### src/rtl/pcler8_pkg.sv
// pcler8 timer shared definitions: FSM states, register map, CTRL bits.
// Also holds the prescaler width helper used by the prescaler counter.
package pcler8_pkg;

   typedef enum logic [1:0] {
      IDLE = 2'd0,
      RUN  = 2'd1,
      DONE = 2'd2
   } state_t;

   localparam logic [1:0] ADDR_COUNT  = 2'd0;
   localparam logic [1:0] ADDR_RELOAD = 2'd1;
   localparam logic [1:0] ADDR_CTRL   = 2'd2;

   localparam int CTRL_RUN     = 0;
   localparam int CTRL_ONESHOT = 1;
   localparam int CTRL_IRQEN   = 2;

   function automatic int presc_w(input int p);
      return (p > 1) ? $clog2(p) : 1;
   endfunction

endpackage

### src/rtl/pcler8_timer_ctrl_if.sv
// pcler8 timer register write port: wr_en strobe, 2-bit addr, 8-bit data.
// master drives the write, slave (the timer) receives it.
interface pcler8_timer_ctrl_if;

   logic       wr_en;
   logic [1:0] wr_addr;
   logic [7:0] wr_data;

   modport master (output wr_en, output wr_addr, output wr_data);
   modport slave  (input  wr_en, input  wr_addr, input  wr_data);

endinterface

### src/rtl/pcler8_prescaler.sv
// pcler8 prescaler: counts 0..PRESCALE-1 while en, tick on last value.
// Ports: clk, rst_n, en, clr (sync clear to 0), tick (comb out).
module pcler8_prescaler #(
   parameter int PRESCALE = 4
) (
   input  logic clk,
   input  logic rst_n,
   input  logic en,
   input  logic clr,
   output logic tick
);
   import pcler8_pkg::*;

   localparam int W = presc_w(PRESCALE);
   localparam logic [W-1:0] LAST = W'(PRESCALE - 1);

   logic [W-1:0] presc;

   assign tick = en && (presc == LAST);

   always_ff @(posedge clk or negedge rst_n) begin
      if (!rst_n)
         presc <= '0;
      else if (clr || !en || tick)
         presc <= '0;
      else
         presc <= presc + 1'b1;
   end

endmodule

### src/rtl/pcler8_timer_ctrl.sv
// pcler8 8-bit up timer: count/reload regs, prescaler, IDLE/RUN/DONE FSM, irq.
// Ports: clk, rst_n, bus (write port), count, running, tc_pulse, irq,
// irq_ack, overrun (live only with PCLER8_OVERRUN_EN, else tied 0).
module pcler8_timer_ctrl #(
   parameter int         PRESCALE   = 4,
   parameter logic [7:0] RELOAD_RST = 8'h00
) (
   input  logic                     clk,
   input  logic                     rst_n,
   pcler8_timer_ctrl_if.slave       bus,
   output logic [7:0]               count,
   output logic                     running,
   output logic                     tc_pulse,
   output logic                     irq,
   input  logic                     irq_ack,
   output logic                     overrun
);
   import pcler8_pkg::*;

   state_t     state, nxt;
   logic [7:0] reload;
   logic [2:0] ctrl;
   logic       cnt_wr, rel_wr, ctrl_wr;
   logic       tick, eff_tick, tc;
   logic       leave_run, presc_clr;

   assign cnt_wr  = bus.wr_en && (bus.wr_addr == ADDR_COUNT);
   assign rel_wr  = bus.wr_en && (bus.wr_addr == ADDR_RELOAD);
   assign ctrl_wr = bus.wr_en && (bus.wr_addr == ADDR_CTRL);

   // a COUNT write swallows a coincident tick
   assign eff_tick = tick && !cnt_wr;
   assign tc       = eff_tick && (count == 8'hFF);

   assign leave_run = (state == RUN) && (nxt != RUN);
   assign presc_clr = leave_run || cnt_wr;
   assign running   = (state == RUN);

   pcler8_prescaler #(.PRESCALE(PRESCALE)) u_presc (
      .clk   (clk),
      .rst_n (rst_n),
      .en    (running),
      .clr   (presc_clr),
      .tick  (tick)
   );

   always_ff @(posedge clk or negedge rst_n) begin
      if (!rst_n)
         state <= IDLE;
      else
         state <= nxt;
   end

   always_comb begin
      nxt = state;
      unique case (state)
         IDLE:
            if (ctrl_wr && bus.wr_data[CTRL_RUN])
               nxt = RUN;
         RUN:
            if (ctrl_wr && !bus.wr_data[CTRL_RUN])
               nxt = IDLE;
            else if (tc && ctrl[CTRL_ONESHOT])
               nxt = DONE;
         DONE:
            if (ctrl_wr)
               nxt = bus.wr_data[CTRL_RUN] ? RUN : IDLE;
         default:
            nxt = IDLE;
      endcase
   end

   always_ff @(posedge clk or negedge rst_n) begin
      if (!rst_n) begin
         ctrl <= '0;
      end else begin
         if (ctrl_wr)
            ctrl <= bus.wr_data[2:0];
         if ((state == RUN) && (nxt == DONE))
            ctrl[CTRL_RUN] <= 1'b0;
      end
   end

   // reload read here is the pre-write value on a coincident RELOAD write
   always_ff @(posedge clk or negedge rst_n) begin
      if (!rst_n) begin
         count  <= 8'h00;
         reload <= RELOAD_RST;
      end else begin
         if (rel_wr)
            reload <= bus.wr_data;
         if (cnt_wr)
            count <= bus.wr_data;
         else if (tc)
            count <= reload;
         else if (eff_tick)
            count <= count + 8'h01;
      end
   end

   always_ff @(posedge clk or negedge rst_n) begin
      if (!rst_n) begin
         tc_pulse <= 1'b0;
         irq      <= 1'b0;
      end else begin
         tc_pulse <= tc;
         if (tc && ctrl[CTRL_IRQEN])
            irq <= 1'b1;
         else if (irq_ack)
            irq <= 1'b0;
      end
   end

`ifdef PCLER8_OVERRUN_EN
   always_ff @(posedge clk or negedge rst_n) begin
      if (!rst_n)
         overrun <= 1'b0;
      else if (tc && ctrl[CTRL_IRQEN] && irq && !irq_ack)
         overrun <= 1'b1;
      else if (irq_ack)
         overrun <= 1'b0;
   end
`else
   assign overrun = 1'b0;
`endif

endmodule

### src/flat_wrapper.sv
// flat-port wrapper written by rule: the top's interface ports become plain ports
module pcler8_timer_ctrl_flat import pcler8_pkg::*;
#(
   parameter int         PRESCALE   = 4,
   parameter logic [7:0] RELOAD_RST = 8'h00
)
  (clk, rst_n, count, running, tc_pulse, irq, irq_ack, overrun, bus_wr_en, bus_wr_addr, bus_wr_data);
  pcler8_timer_ctrl_if bus_i ();
  input  logic clk;
  input  logic rst_n;
  output logic [7:0] count;
  output logic running;
  output logic tc_pulse;
  output logic irq;
  input  logic irq_ack;
  output logic overrun;
  input wire logic [$bits(bus_i.wr_en)-1:0] bus_wr_en;
  input wire logic [$bits(bus_i.wr_addr)-1:0] bus_wr_addr;
  input wire logic [$bits(bus_i.wr_data)-1:0] bus_wr_data;
  assign bus_i.wr_en = bus_wr_en;
  assign bus_i.wr_addr = bus_wr_addr;
  assign bus_i.wr_data = bus_wr_data;
  pcler8_timer_ctrl #(.PRESCALE(PRESCALE), .RELOAD_RST(RELOAD_RST)) u_core (.clk(clk), .rst_n(rst_n), .bus(bus_i), .count(count), .running(running), .tc_pulse(tc_pulse), .irq(irq), .irq_ack(irq_ack), .overrun(overrun));
endmodule
### config.mk
export PLATFORM = sky130hd
export DESIGN_NAME = pcler8_timer_ctrl_flat
export DESIGN_NICKNAME = d
export VERILOG_FILES = /design/src/rtl/pcler8_pkg.sv /design/src/rtl/pcler8_timer_ctrl_if.sv /design/src/rtl/pcler8_prescaler.sv /design/src/rtl/pcler8_timer_ctrl.sv /design/src/flat_wrapper.sv
export SDC_FILE = /design/constraint.sdc
export NUM_CORES = 1
export LEC_CHECK = 0
export ABC_AREA = 1
export CAP_MARGIN = 20
export CORE_UTILIZATION = 50
export DETAILED_ROUTE_END_ITERATION = 7
export GPL_TIMING_DRIVEN = 0
export PLACE_DENSITY_LB_ADDON = 0.05
export SYNTH_ARGS = -nofsm -noshare
export SYNTH_HDL_FRONTEND = slang
export SYNTH_SLANG_ARGS = --single-unit
### constraint.sdc
create_clock -name clk -period 2.4 [get_ports clk]
set_input_delay 0.48 -clock clk [delete_from_list [all_inputs] [get_ports clk]]
set_output_delay 0.48 -clock clk [all_outputs]
set_load 0.005 [all_outputs]
[Word-level counts from Yosys, hierarchy flattened]
Index checks and enable logic that the tools add are counted.
Storage, ports and cells
  register bits: 24
  bits in latches: 0
  memory bits (writable): 0
  bits in read-only memories: 0
  bits of input ports: 14
  output and inout port bits: 12
  word-level logic and storage cells: 49
  memories kept: 0
Cells by class
  add/subtract/negate cells: 2
  $mul: 0
  divide/modulo/power cells: 0
  order comparisons: 0
  equal/unequal tests: 7
  shift-type cells: 0
  multiplexer cells: 12
  bitwise gates (word level): 0
  reduce and logical (&&, ||, !) cells: 21
Operators with widths (count)
  $mux 8: 3
  $logic_and 1x1->1: 11
  $mux 2: 5
  $add 8x1->8 const B: 1
  $eq 8x8->1 const B: 1
  $eq 2x2->1 const B: 3
  $pmux 2 s3: 1
  $eq 2x1->1 const B: 2
  $logic_not 2->1: 2
  $logic_not 1->1: 3
  $logic_or 1x1->1: 3
  $mux 1: 3
  $reduce_bool 3->1: 1
  $add 2x1->2 const B: 1
  $ne 2x1->1 const B: 1
  $reduce_bool 2->1: 1

[Depth between registers and ports, before layout]
  depth in word-level cells: 15
  mapped depth: 9
  gate-level depth less buffers: 9

[Hierarchy]
A second synthesis with hierarchy kept.
Second synthesis, totals
  cell total of the unflattened synthesis: 181
  area total of the unflattened synthesis: 1346.3 um^2
By module, submodules not included
  pcler8_timer_ctrl: instances 1, cells each 170, area an instance 1247.4 um^2, seq. area each 550.5 um^2
  pcler8_prescaler: instances 1, cells each 11, area an instance 98.8 um^2, seq. area each 50.0 um^2

[Worst setup path before layout]
Ideal clock, no wire load.
  path kind: register to register
  from: register u_core.count[0]
  to: register u_core.count[3]
  library setup time: 129 ps
  data arrival time: 1243 ps
  required time: 2271 ps
  path slack: 1028 ps
  stages on the path, launching flop included: 9
  path buffers: 0
  clock period less this slack: 1372 ps
  cell sequence: dfrtp_1 -> ha_1 -> nand2_2 -> nor2_4 -> nand2_4 -> o21ai_0 -> inv_1 -> o21ai_0 -> nand3_1
On the way
  cells in the longest elaborated chain, start to end: 4
  elaborated cells on any way between the ends: 7
  those cells by class: add/sub: 1; eq/ne: 1; mux: 3; reduce/logical: 2
RTL lines
  from (decl): line pcler8_timer_ctrl.sv:11  | output logic [7:0] count,
  from (signal assigned): line pcler8_timer_ctrl.sv:93  | count <= bus.wr_data;
  from (signal assigned): line pcler8_timer_ctrl.sv:95  | count <= reload;
  from (signal assigned): line pcler8_timer_ctrl.sv:97  | count <= count + 8'h01;
  $add 8x1->8 / $eq 8x8->1 (equally long branches): line pcler8_timer_ctrl.sv:97, pcler8_timer_ctrl.sv:33
  $mux 8 / $logic_and 1x1->1 (equally long branches): line pcler8_timer_ctrl.sv:96, pcler8_timer_ctrl.sv:33
  $mux 8: line pcler8_timer_ctrl.sv:94  | else if (tc)
  $mux 8: line pcler8_timer_ctrl.sv:92  | if (cnt_wr)
Several ways; a longest one is shown, not always the timed one. The select of a mux whose other input is x is not followed.
A chain may end at the register's enable or synchronous reset.

[Worst setup path in the final report]
  from: register u_core.state[1]
  to: output running
On the way
  cells in the longest elaborated chain, start to end: 1
RTL lines
  from (decl): line pcler8_timer_ctrl.sv:20  | state_t state, nxt;
  from (signal assigned): line pcler8_timer_ctrl.sv:51  | state <= nxt;
  $eq 2x1->1: line pcler8_timer_ctrl.sv:37  | assign running = (state == RUN);
  to (decl): line flat_wrapper.sv:12  | output logic running;
No other way between the ends.

==> results <==
- In this run the number of H-tree levels came out at 1.
- The die is 53.1 microns wide.
- The fraction of power spent switching nets is 31.2%.
- The worst endpoint data arrival time is 1410 ps.
- The most frequently used flop master after synthesis is dfrtp_1.
- Power spread over the standard cell area amounts to 617 nW/um^2.
- In this run the most critical hold path is launched from u_core.u_presc.presc[0].
- The compound-gate portion of the synthesized area is 12.4%.
- In this run the tool buffered the top-level ports with 24 buffer cells.
- The longest clock path from root to sink contains 2 buffers.
- Clock latency on the worst-skew pair, taken at its later pin, is 310 ps.
- Across every metal layer, demand over resource in global routing totals 23.2%.
- At the worst endpoint, the required time is 1920 ps.
- The final setup violation count is 0.
- The via count of the first global-routing pass was 1031.
- TritonCTS built the clock tree.
- Summed over all layers, the global routing overflow is 0.
- The floorplan has 18 rows.
- Together, buffers and inverters on the worst path number 1.
- In this run, CTS created clock tree buffers numbering 3.
- The cell area that synthesis handed to floorplanning was 1310 sq um.
- The clock network is responsible for 17.2% of the overall power.
- The sort of element at the end of the critical path is a primary output.
- The worst hold-check slack is 445 ps.
- The critical path's slowest cell is clkdlybuf4s50_1.
- Across the run, the number of max-cap violations was 0.
- For this run, the post-layout net count is 200.
- For this run, the slowest stage of the critical path takes 510 ps.
- The final critical-path required period is 1890 ps.
- Walking the worst path, the cells encountered are nor2_4, clkdlybuf4s50_1.
- For this run, the detailed router's first-pass iteration total came to 4.
- Dividing the detail-routed via count by the number of cells gives 5.29.
- The sequential cell fraction of total power is 53.7%.
- The normalized max-slew margin is 57.5%.
- The leakage power figure is 0.801 nW.
- In this run the worst path has a maximum fanout of 4.
- The completed layout was analyzed and its total power is 0.999 mW.
- The number of endpoints with negative hold slack in the final report was 0.
- The switching power summed over all nets is 0.312 mW.
- The core region is 2480 sq um.
- The max-slew violation total from the final report was 0.
- The top cell types in the final layout, fill and taps aside, are nand2_1 (37), clkdlybuf4s50_1 (24), dfrtp_1 (24), inv_1 (22), o21ai_0 (16).
- In the final timing run, aggregate negative setup slack is 0 ps.
- The fraction of final layout cells sized beyond drive strength 1 is 12.1%.
- In the synthesized netlist the async set-or-reset flop fraction comes to 100%.
- The maximum clock skew at final layout is 2.56 ps.
- The count of instances resized after the clock tree is built is 0.
- The count of nets left with antenna violations once routing finished came out at 0.
- The clock edge transition at the registers on the reported setup and hold paths is 120 ps.
- The start-to-end type of the worst setup path is flop to primary output.
- On the critical path the largest part of the delay comes from buffers and inverters.
- The antenna diode count is 0.
- A synthesized cell averages 8.47 sq um.
- The synthesized netlist devotes 1.92% of its cell area to adder and majority cells.
- The min-delay analysis places its worst path in the category flop to flop.
- Once layout is complete, the cells apart from fillers number 212.
- By area, the combinational part of the netlist is dominated by simple AND/OR/NAND/NOR gates.
- The flow ran to the end, and the final reports show no timing, DRC or antenna violations.
- The first global-routing pass estimated 4640 microns of wire.
- The number of distinct library cell variants in the gate-level netlist after synthesis is 30.
- The number of setup buffers added after CTS is 0.
- The source of the worst register-to-register timing path is u_core.count[0].
- The detailed router placed 1121 vias in this run.
- The number of flops mapped to enable cells by yosys is 0.
- Summing the areas of all and, or, nand and nor instances in the mapped netlist gives 28.2% of the synthesized area.
- After legalization and detailed placement, the total HPWL measured 2050 microns.
- The clock sink count is 24.
- The die outline height is 53.1 microns.
- The sequential share of the synthesized area is 46.0%.
- Counting every instance in the synthesized netlist gives 154.
- In the routed design, unresolved DRC markers number 0.
- Entering global routing, the biggest net connects 25 pins.
- Compared with the post-synthesis result, the final layout area differs by 24.2%.
- The internal power is 0.687 mW.
- IR analysis of the VDD net gives a maximum drop of 0.416 mV.
- Combinational logic is responsible for 29.0% of the overall power.
- After layout, the worst path uses 79.0% of the clock period.
- The total detailed-routing wirelength is 2660 microns.
- The launch point of the worst path is u_core.state[1].
- The number of nets handed over by synthesis was 170.
- The die covers 2820 sq um.
- The average wire per cell in the routed design is 12.6 microns.
- At the pin with the least slew margin, the transition time is 636 ps.
- Once the floorplan was initialized, standard cells occupied 52.7% of the core.
- The violation count after the first detailed-routing iteration is 33.
- The worst setup path is launched from a flop.
- Summing the areas of all xor and xnor instances in the mapped netlist gives 2.01% of the synthesized area.
- The top-level port count is 26.
- Setup repair after global routing left no endpoint under its margin.
- The maximum clock frequency is 528 MHz.
- Counting flops and latches in the post-synthesis netlist gives 24.
- After synthesis, the share of cell area in mux cells is 1.73%.
- The congestion estimate from routability-driven global placement came to 0.831.
- The initial antenna violation count is 0.
- The root cell of the clock tree is clkbuf_4.
- The number of synthesis warnings is 0.
- Leaving out fill and tap cells, the most frequent cell in the layout is nand2_1.
- The number of placed instances, taps included, is 208.
- The number of buffers inserted for hold repair after clock tree synthesis is 0.
## power groups by stage
stage | Clock [mW] | Sequential [mW] | Combinational [mW]
finish | 0.172 | 0.537 | 0.290
global route | 0.196 | 0.544 | 0.333
CTS | 0.177 | 0.536 | 0.291
detailed placement | 0 | 0.544 | 0.290
global placement | 0 | 0.541 | 0.283
floorplan | 0 | 0.532 | 0.159
## metrics by stage
stage	utilization, %	cell area (sq um)	setup slack [ps]
final	65.4	1620	505
after global routing	65.4	1620	426
after CTS	64.8	1610	497
after detailed placement	63.9	1580	474
after global placement	63.9	1580	505
after floorplan	-	1310	1030
## Yosys cell counts, types with 2 or more instances
| library cell | count | area [sq um] |
|---|---|---|
| o21ai_0 | 16 | 80.1 |
| nor2_1 | 7 | 26.3 |
| o22ai_1 | 2 | 12.5 |
| mux2_2 | 2 | 22.5 |
| xor2_1 | 2 | 17.5 |
| o2111ai_1 | 2 | 17.5 |
| o211ai_1 | 3 | 22.5 |
| dfrtp_1 | 24 | 601 |
| nand3_2 | 4 | 40.0 |
| nand3_1 | 11 | 55.1 |
| inv_1 | 22 | 82.6 |
| nor2_4 | 4 | 45.0 |
| nand2_1 | 37 | 139 |
| ha_1 | 2 | 25.0 |
## flip-flops by register name, summed over array words and instances (netlist names)
name,cells
u_core.count,8
u_core.ctrl,2
u_core.irq,1
u_core.reload,8
u_core.state,2
u_core.tc_pulse,1
u_core.u_presc.presc,2
## final cells by class
cell class	count	area [sq um]
plain buffers	2	11.3
inverters	23	86.3
repair buffers	25	255
flip-flops and latches	24	601
well taps	30	37.5
multi-input cells	105	607
clock buffers	3	22.5
fillers	231	857
## worst paths after layout
path / end / slack (ps) / cells after the start
hold reg to reg: u_core.u_presc.presc[0] / 440 / 1
min in group asynchronous: u_core.count[1] / 550 / 1
setup reg to reg: u_core.count[7] / 810 / 8
setup / recovery: running / 510 / 2
hold / removal: u_core.u_presc.presc[0] / 440 / 1
max in group asynchronous: u_core.reload[0] / 1350 / 2
## kinds of logic (layout without fill, tap and decap cells)
kind of cell,after synthesis,count (layout)
AOI/OAI and AO/OA,27,27
other,1,1
and+or+nand+nor,70,70
DFF,24,24
adders and majority gates,2,2
xor gates and xnor gates,3,3
muxes,2,2
buffers and inverters,25,53
## layer usage
layer | GRT usage, % | share of wire [%] | vias up
li1 | - | - | 555
met1 | 31.5 | 47 | 526
met2 | 37.6 | 47 | 34
met3 | 3.74 | 4.8 | 6
met4 | 7.46 | 1.4 | 0
met5 | 0 | 0 | -
Note: power is estimated with default switching activity, not from simulation.
